### config.mk
export PLATFORM = sky130hd
export DESIGN_NAME = fetch_stage_flat
export DESIGN_NICKNAME = d
export VERILOG_FILES = /design/src/rtl/fetch_stage_pkg.sv /design/src/rtl/fetch_stage_if.sv /design/src/rtl/fetch_perf_counters.sv /design/src/rtl/fetch_stage.sv /design/src/flat_wrapper.sv
export SDC_FILE = /design/constraint.sdc
export NUM_CORES = 1
export LEC_CHECK = 0
export CAP_MARGIN = 20
export CELL_PAD_IN_SITES_DETAIL_PLACEMENT = 1
export CELL_PAD_IN_SITES_GLOBAL_PLACEMENT = 2
export CORE_UTILIZATION = 25
export CTS_BUF_LIST = sky130_fd_sc_hd__clkbuf_2 sky130_fd_sc_hd__clkbuf_4 sky130_fd_sc_hd__clkbuf_8
export DETAILED_ROUTE_END_ITERATION = 16
export PLACE_DENSITY = 0.81
export SLEW_MARGIN = 20
export SYNTH_ARGS = -nofsm -noshare
export SYNTH_HDL_FRONTEND = slang
export SYNTH_HIERARCHICAL = 1
export SYNTH_SLANG_ARGS = --single-unit
export TNS_END_PERCENT = 5
### constraint.sdc
create_clock -name clk -period 2 [get_ports clk]
set_input_delay 0.4 -clock clk [delete_from_list [all_inputs] [get_ports clk]]
set_output_delay 0.4 -clock clk [all_outputs]
set_load 0.02 [all_outputs]
### src/rtl/fetch_stage_pkg.sv
// Shared CPU definitions used by fetch, decode and the hazard unit.
package fetch_stage_pkg;

    // Opcode field position and the halt opcode.
    localparam int unsigned OP_MSB = 15;
    localparam int unsigned OP_LSB = 12;
    localparam logic [3:0] OP_HALT = 4'b0000;

    // Opcode 0001 with bit15 clear: decode treats this as a harmless no-op.
    localparam logic [15:0] BUBBLE_INST = 16'h1000;

    typedef enum logic [0:0] {
        FS_RUN,
        FS_HALTED
    } fetch_state_t;

    function automatic logic is_halt(input logic [15:0] word);
        return word[OP_MSB:OP_LSB] == OP_HALT;
    endfunction

endpackage

### src/rtl/fetch_stage_if.sv
// Instruction-memory bus between the fetch stage (master) and the memory (slave).
interface fetch_stage_if;

    logic [15:0] imem_addr;
    logic [15:0] imem_data;

    modport master (
        output imem_addr,
        input  imem_data
    );

    modport slave (
        input  imem_addr,
        output imem_data
    );

endinterface

### src/rtl/fetch_perf_counters.sv
// Fetch and bubble event counters; both clear on reset and wrap at 2^32.
module fetch_perf_counters (
    input  logic        clk,
    input  logic        rst,
    input  logic        fetch_ev,
    input  logic        bubble_ev,
    output logic [31:0] fetch_count,
    output logic [31:0] bubble_count
);

    logic [31:0] fetch_q;
    logic [31:0] bubble_q;

    // Count one per qualifying edge.
    always_ff @(posedge clk) begin
        if (rst) begin
            fetch_q  <= 32'd0;
            bubble_q <= 32'd0;
        end else begin
            if (fetch_ev) begin
                fetch_q <= fetch_q + 32'd1;
            end
            if (bubble_ev) begin
                bubble_q <= bubble_q + 32'd1;
            end
        end
    end

    assign fetch_count  = fetch_q;
    assign bubble_count = bubble_q;

endmodule

### src/rtl/fetch_stage.sv
// Instruction-fetch stage: owns the PC, drives imem, holds the IF/ID register.
// Optional performance counters are built when FETCH_PERF_EN is defined.
module fetch_stage
    import fetch_stage_pkg::*;
#(
    parameter logic [15:0] RESET_PC = 16'h0000
) (
    input  logic          clk,
    input  logic          rst,
    input  logic          stall,
    input  logic          redirect_valid,
    input  logic [15:0]   redirect_pc,
    fetch_stage_if.master imem,
    output logic [15:0]   PC,
    output logic [15:0]   PCPlus1,
    output logic [15:0]   inst,
    output logic          inst_valid,
    output logic          halted
`ifdef FETCH_PERF_EN
    ,
    output logic [31:0]   fetch_count,
    output logic [31:0]   bubble_count
`endif
);

    fetch_state_t state_q;
    fetch_state_t state_d;

    logic [15:0] pc_q;
    logic [15:0] pc_inc;
    logic [15:0] ifid_pc_q;
    logic [15:0] ifid_pc1_q;
    logic [15:0] ifid_inst_q;
    logic        ifid_valid_q;
    logic        fetch_en;

    assign pc_inc = pc_q + 16'd1;

    // State register.
    always_ff @(posedge clk) begin
        if (rst) begin
            state_q <= FS_RUN;
        end else begin
            state_q <= state_d;
        end
    end

    // Next state: redirect always resumes RUN; a fetched halt parks the stage.
    always_comb begin
        state_d = state_q;
        if (redirect_valid) begin
            state_d = FS_RUN;
        end else if (!stall && state_q == FS_RUN && is_halt(imem.imem_data)) begin
            state_d = FS_HALTED;
        end
    end

    // FSM outputs.
    always_comb begin
        halted   = (state_q == FS_HALTED);
        fetch_en = (state_q == FS_RUN) && !stall && !redirect_valid;
    end

    // PC and IF/ID register; a halt is latched but the PC stays on it.
    always_ff @(posedge clk) begin
        if (rst) begin
            pc_q         <= RESET_PC;
            ifid_pc_q    <= RESET_PC;
            ifid_pc1_q   <= RESET_PC + 16'd1;
            ifid_inst_q  <= BUBBLE_INST;
            ifid_valid_q <= 1'b0;
        end else if (redirect_valid) begin
            pc_q         <= redirect_pc;
            ifid_inst_q  <= BUBBLE_INST;
            ifid_valid_q <= 1'b0;
        end else if (fetch_en) begin
            ifid_pc_q    <= pc_q;
            ifid_pc1_q   <= pc_inc;
            ifid_inst_q  <= imem.imem_data;
            ifid_valid_q <= 1'b1;
            if (!is_halt(imem.imem_data)) begin
                pc_q <= pc_inc;
            end
        end
    end

    assign imem.imem_addr = pc_q;
    assign PC             = ifid_pc_q;
    assign PCPlus1        = ifid_pc1_q;
    assign inst           = ifid_inst_q;
    assign inst_valid     = ifid_valid_q;

`ifdef FETCH_PERF_EN
    logic bubble_ev;

    // Bubbles come from redirects and from stalls while still running.
    assign bubble_ev = redirect_valid || (stall && state_q == FS_RUN);

    fetch_perf_counters u_perf (
        .clk          (clk),
        .rst          (rst),
        .fetch_ev     (fetch_en),
        .bubble_ev    (bubble_ev),
        .fetch_count  (fetch_count),
        .bubble_count (bubble_count)
    );
`endif

endmodule

### src/flat_wrapper.sv
// flat-port wrapper written by rule: the top's interface ports become plain ports
module fetch_stage_flat import fetch_stage_pkg::*;
#(
    parameter logic [15:0] RESET_PC = 16'h0000
)
  (clk, rst, stall, redirect_valid, redirect_pc, PC, PCPlus1, inst, inst_valid, halted, imem_imem_addr, imem_imem_data);
  fetch_stage_if imem_i ();
  input  logic clk;
  input  logic rst;
  input  logic stall;
  input  logic redirect_valid;
  input  logic [15:0] redirect_pc;
  output logic [15:0] PC;
  output logic [15:0] PCPlus1;
  output logic [15:0] inst;
  output logic inst_valid;
  output logic halted;
  output wire logic [$bits(imem_i.imem_addr)-1:0] imem_imem_addr;
  input wire logic [$bits(imem_i.imem_data)-1:0] imem_imem_data;
  assign imem_imem_addr = imem_i.imem_addr;
  assign imem_i.imem_data = imem_imem_data;
  fetch_stage #(.RESET_PC(RESET_PC)) u_core (.clk(clk), .rst(rst), .stall(stall), .redirect_valid(redirect_valid), .redirect_pc(redirect_pc), .imem(imem_i), .PC(PC), .PCPlus1(PCPlus1), .inst(inst), .inst_valid(inst_valid), .halted(halted));
endmodule
==> flow_summary_export.csv <==
group,metric,value,unit
run_status,status,"finished clean",
clock_tree,numCtsBuffers,9,
synth,synth.ff_latch_count,66,
global_routing,grt_pass1_wl,15700,um
routing,via_per_inst,4.75,
power_and_ir_drop,intPower,2.22,mW
die,initial_utilization,25.8,%
worst_setup_path,ff2ff_setup_slack,120,ps
clock_tree,post-cts-setup-buffers,0,
sta,rsz0062_at_grt,"false",
routing,ant_nets,0,
synth,syn_inst,344,
sta,tightest_slew,408,ps
sta,min_period,1930,ps
finish,syn2layout_area_growth,55.6,%
sta,setup_viol,0,
sta,fmax,519,MHz
synth,synth-edff-count,0,
routing,drtIter0Drc,99,
synth,mappedNetlistNets,381,
power_and_ir_drop,clkPwrFrac,36.1,%
finish,fillCellCount,1298,
sta,relSlewSlack,72.6,%
finish,fin_nets,503,
die,die_x,108,um
die,core_area,10900,sq um
die,io_pins,102,
global_routing,grt_pass1_vias,3040,
finish,drive_above_1_share,12.5,%
worst_setup_path,cp_max_fo,6,
run,max-cap-violations,0,
power_and_ir_drop,ir_worst_vdd,0.383,mV
worst_setup_path,criticalPathCategory,"reg -> out",
clock_tree,clk-insertion-delay-late,350,ps
synth,synth.top_cell.area_share,47.1,%
synth,yosys_warnings,6,
worst_setup_path,cp-end-kind,"output port",
synth,synth-main-ff-cell,"dfxtp_1",
global_routing,antenna_found_initial,0,
routing,wire_per_inst,15.6,um
die,die_h,108,um
placement,place_ws,-226,ps
global_routing,overflow,0,
power_and_ir_drop,pwr-share-comb,18.0,%
min_path,holdCritPathClass,"in -> reg",
worst_setup_path,cp_slowest_cell,"clkdlybuf4s50_1",
sta,hold_viol,0,
clock_tree,clk_pin_slew_worst_paths,80,ps
synth,syn_area,2810,sq um
synth,yosysSeqAreaShare,47.1,%
routing,routed-via-count,2900,
sta,fin_hold_ws,436,ps
power_and_ir_drop,power.density,709,nW/um^2
worst_setup_path,critPathRequiredTime,1600,ps
power_and_ir_drop,p_leak,1.54,nW
sta,clock_skew,11.1,ps
die,core.rowCount,38,
global_routing,grt_usage,17.5,%
power_and_ir_drop,power_switching,882,uW
global_routing,grt_max_degree,30,
clock_tree,h-tree-depth,3,
clock_tree,clk_path_buf_depth,2,
synth,ys_types,36,
worst_setup_path,arrival,1530,ps
sta,setup_slack,73.6,ps
sta,finalMaxSlewViolations,0,
synth,async_flop_share,0,%
placement,hpwl,7170,um
power_and_ir_drop,pwr-share-seq,45.9,%
placement,place.gp.congestion,0.754,
clock_tree,cts_tree,"done",
die,die_area,11700,sq um
routing,firstDrtPassIters,4,
synth,synth_area_leaders,"dfxtp_1, nand2_1, a21oi_1, a211oi_1, nor2_1",
sta,timing.final.crit_share,96.3,%
routing,drc_errors,0,
worst_setup_path,start_kind,"flip-flop",
synth,synth_common_cells,"nand2_1, dfxtp_1, a21oi_1",
clock_tree,cts_root_buffer,"clkbuf_8",
worst_setup_path,crit_chain,"buf_4, clkdlybuf4s50_1",
synth,yosysMostFrequentCell,"nand2_1",
placement,io_buffers,101,
finish,antennaDiodeCount,0,
routing,wirelength,9510,um
synth,yosysTopAreaCell,"dfxtp_1",
synth,syn_area_per_cell,8.16,sq um
worst_setup_path,slowest_delay,600,ps
finish,final_core_util,40.1,%
clock_tree,clock-sinks,66,
power_and_ir_drop,sw_frac_of_total,28.5,%
## worst max-delay path, delay by kind of cell, from the launching register on
kind / cells / cell delay [ps]
buffers and inverters: 2 / 780
flip-flops: 1 / 400
## state kept, by name (all words and copies together) (netlist names)
signal	flops
u_core/PCPlus1	16
u_core/halted	1
u_core/PC	16
u_core/inst	16
u_core/inst_valid	1
u_core/imem.imem_addr	16
## placed cells by master (no fill, tap or decap), types with 2 or more instances in the layout
master           count
or4_1                2
xnor2_1             10
clkinv_4             2
o311ai_1             2
clkdlybuf4s50_1     99
nand3b_1             2
nor4_1               2
clkinv_2             3
a21oi_1             34
nor2_1              29
and2_1               2
a311oi_1             6
o21ai_0              6
nand2_1             78
inv_1                4
dfxtp_1             65
nand3_1             10
a211oi_1            16
a31oi_1              9
clkbuf_8             9
nor3_1               3
nor4_2               2
o21a_1               2
xor2_1               6
and3_1               4
buf_4               34
or3_1               11
## logic make-up after synthesis
logic type      Yosys count  share of synthesized area, %
simple gates            151                          25.4
compound gates           81                          18.1
flops                    66                          47.1
buf+inv                  29                          4.01
xor+xnor                 16                          4.99
fa+ha+maj                 1                         0.446
## power groups by stage
stage	combinational [mW]	sequential [mW]	clock, mW
floorplan	0.171	1.53	0
global placement	0.552	1.45	0
detailed placement	0.561	1.45	0
CTS	0.564	1.42	1.16
global route	0.606	1.43	1.23
finish	0.558	1.42	1.12
## final cells by class
type                       instances  area (sq um)  area share [%]
clock inverter                     7          70.1            1.60
multi-input combinational        249          1380            31.5
inverter                           4          15.0           0.344
sequential                        66          1320            30.3
timing repair buffer             136          1280            29.4
clock buffer                       9           124            2.84
tap                              140           175            4.01
## per-layer routing
metal  part of all wire, %  up-vias  track usage [%]
met5                     0        -                0
met4                   1.4        0             5.87
met3                   5.8       10             4.88
met2                    47       74             28.6
met1                    46     1376             22.1
li1                      -     1440                -
## per-stage QoR
step / instances / cell area (sq um) / setup TNS [ps] / power, mW
final: 611 / 4370 / 0 / 3.10
after global routing: 611 / 4370 / 0 / 3.27
after CTS: 611 / 4360 / 0 / 3.14
after detailed placement: 595 / 4170 / -1740 / 2.01
after global placement: 595 / 4170 / -1050 / 2.00
after floorplan: 344 / 2810 / 0 / 1.70
## path summary, 6_finish.rpt
| kind | end | cells past startpoint | startpoint |
|---|---|---|---|
| max | imem_imem_addr[7] | 2 | u_core/imem.imem_addr[7] |
| min reg2reg | u_core/inst[14] | 2 | u_core/inst[14] |
| min | u_core/PCPlus1[0] | 3 | rst |
| max reg2reg | u_core/imem.imem_addr[15] | 4 | u_core/imem.imem_addr[6] |
## timing repair
item                       4_1_cts  5_1_grt
hold buffers                     0        0
resized for setup                0        2
setup endpoints to repair        0        2
Note: power is estimated with default switching activity, not from simulation.
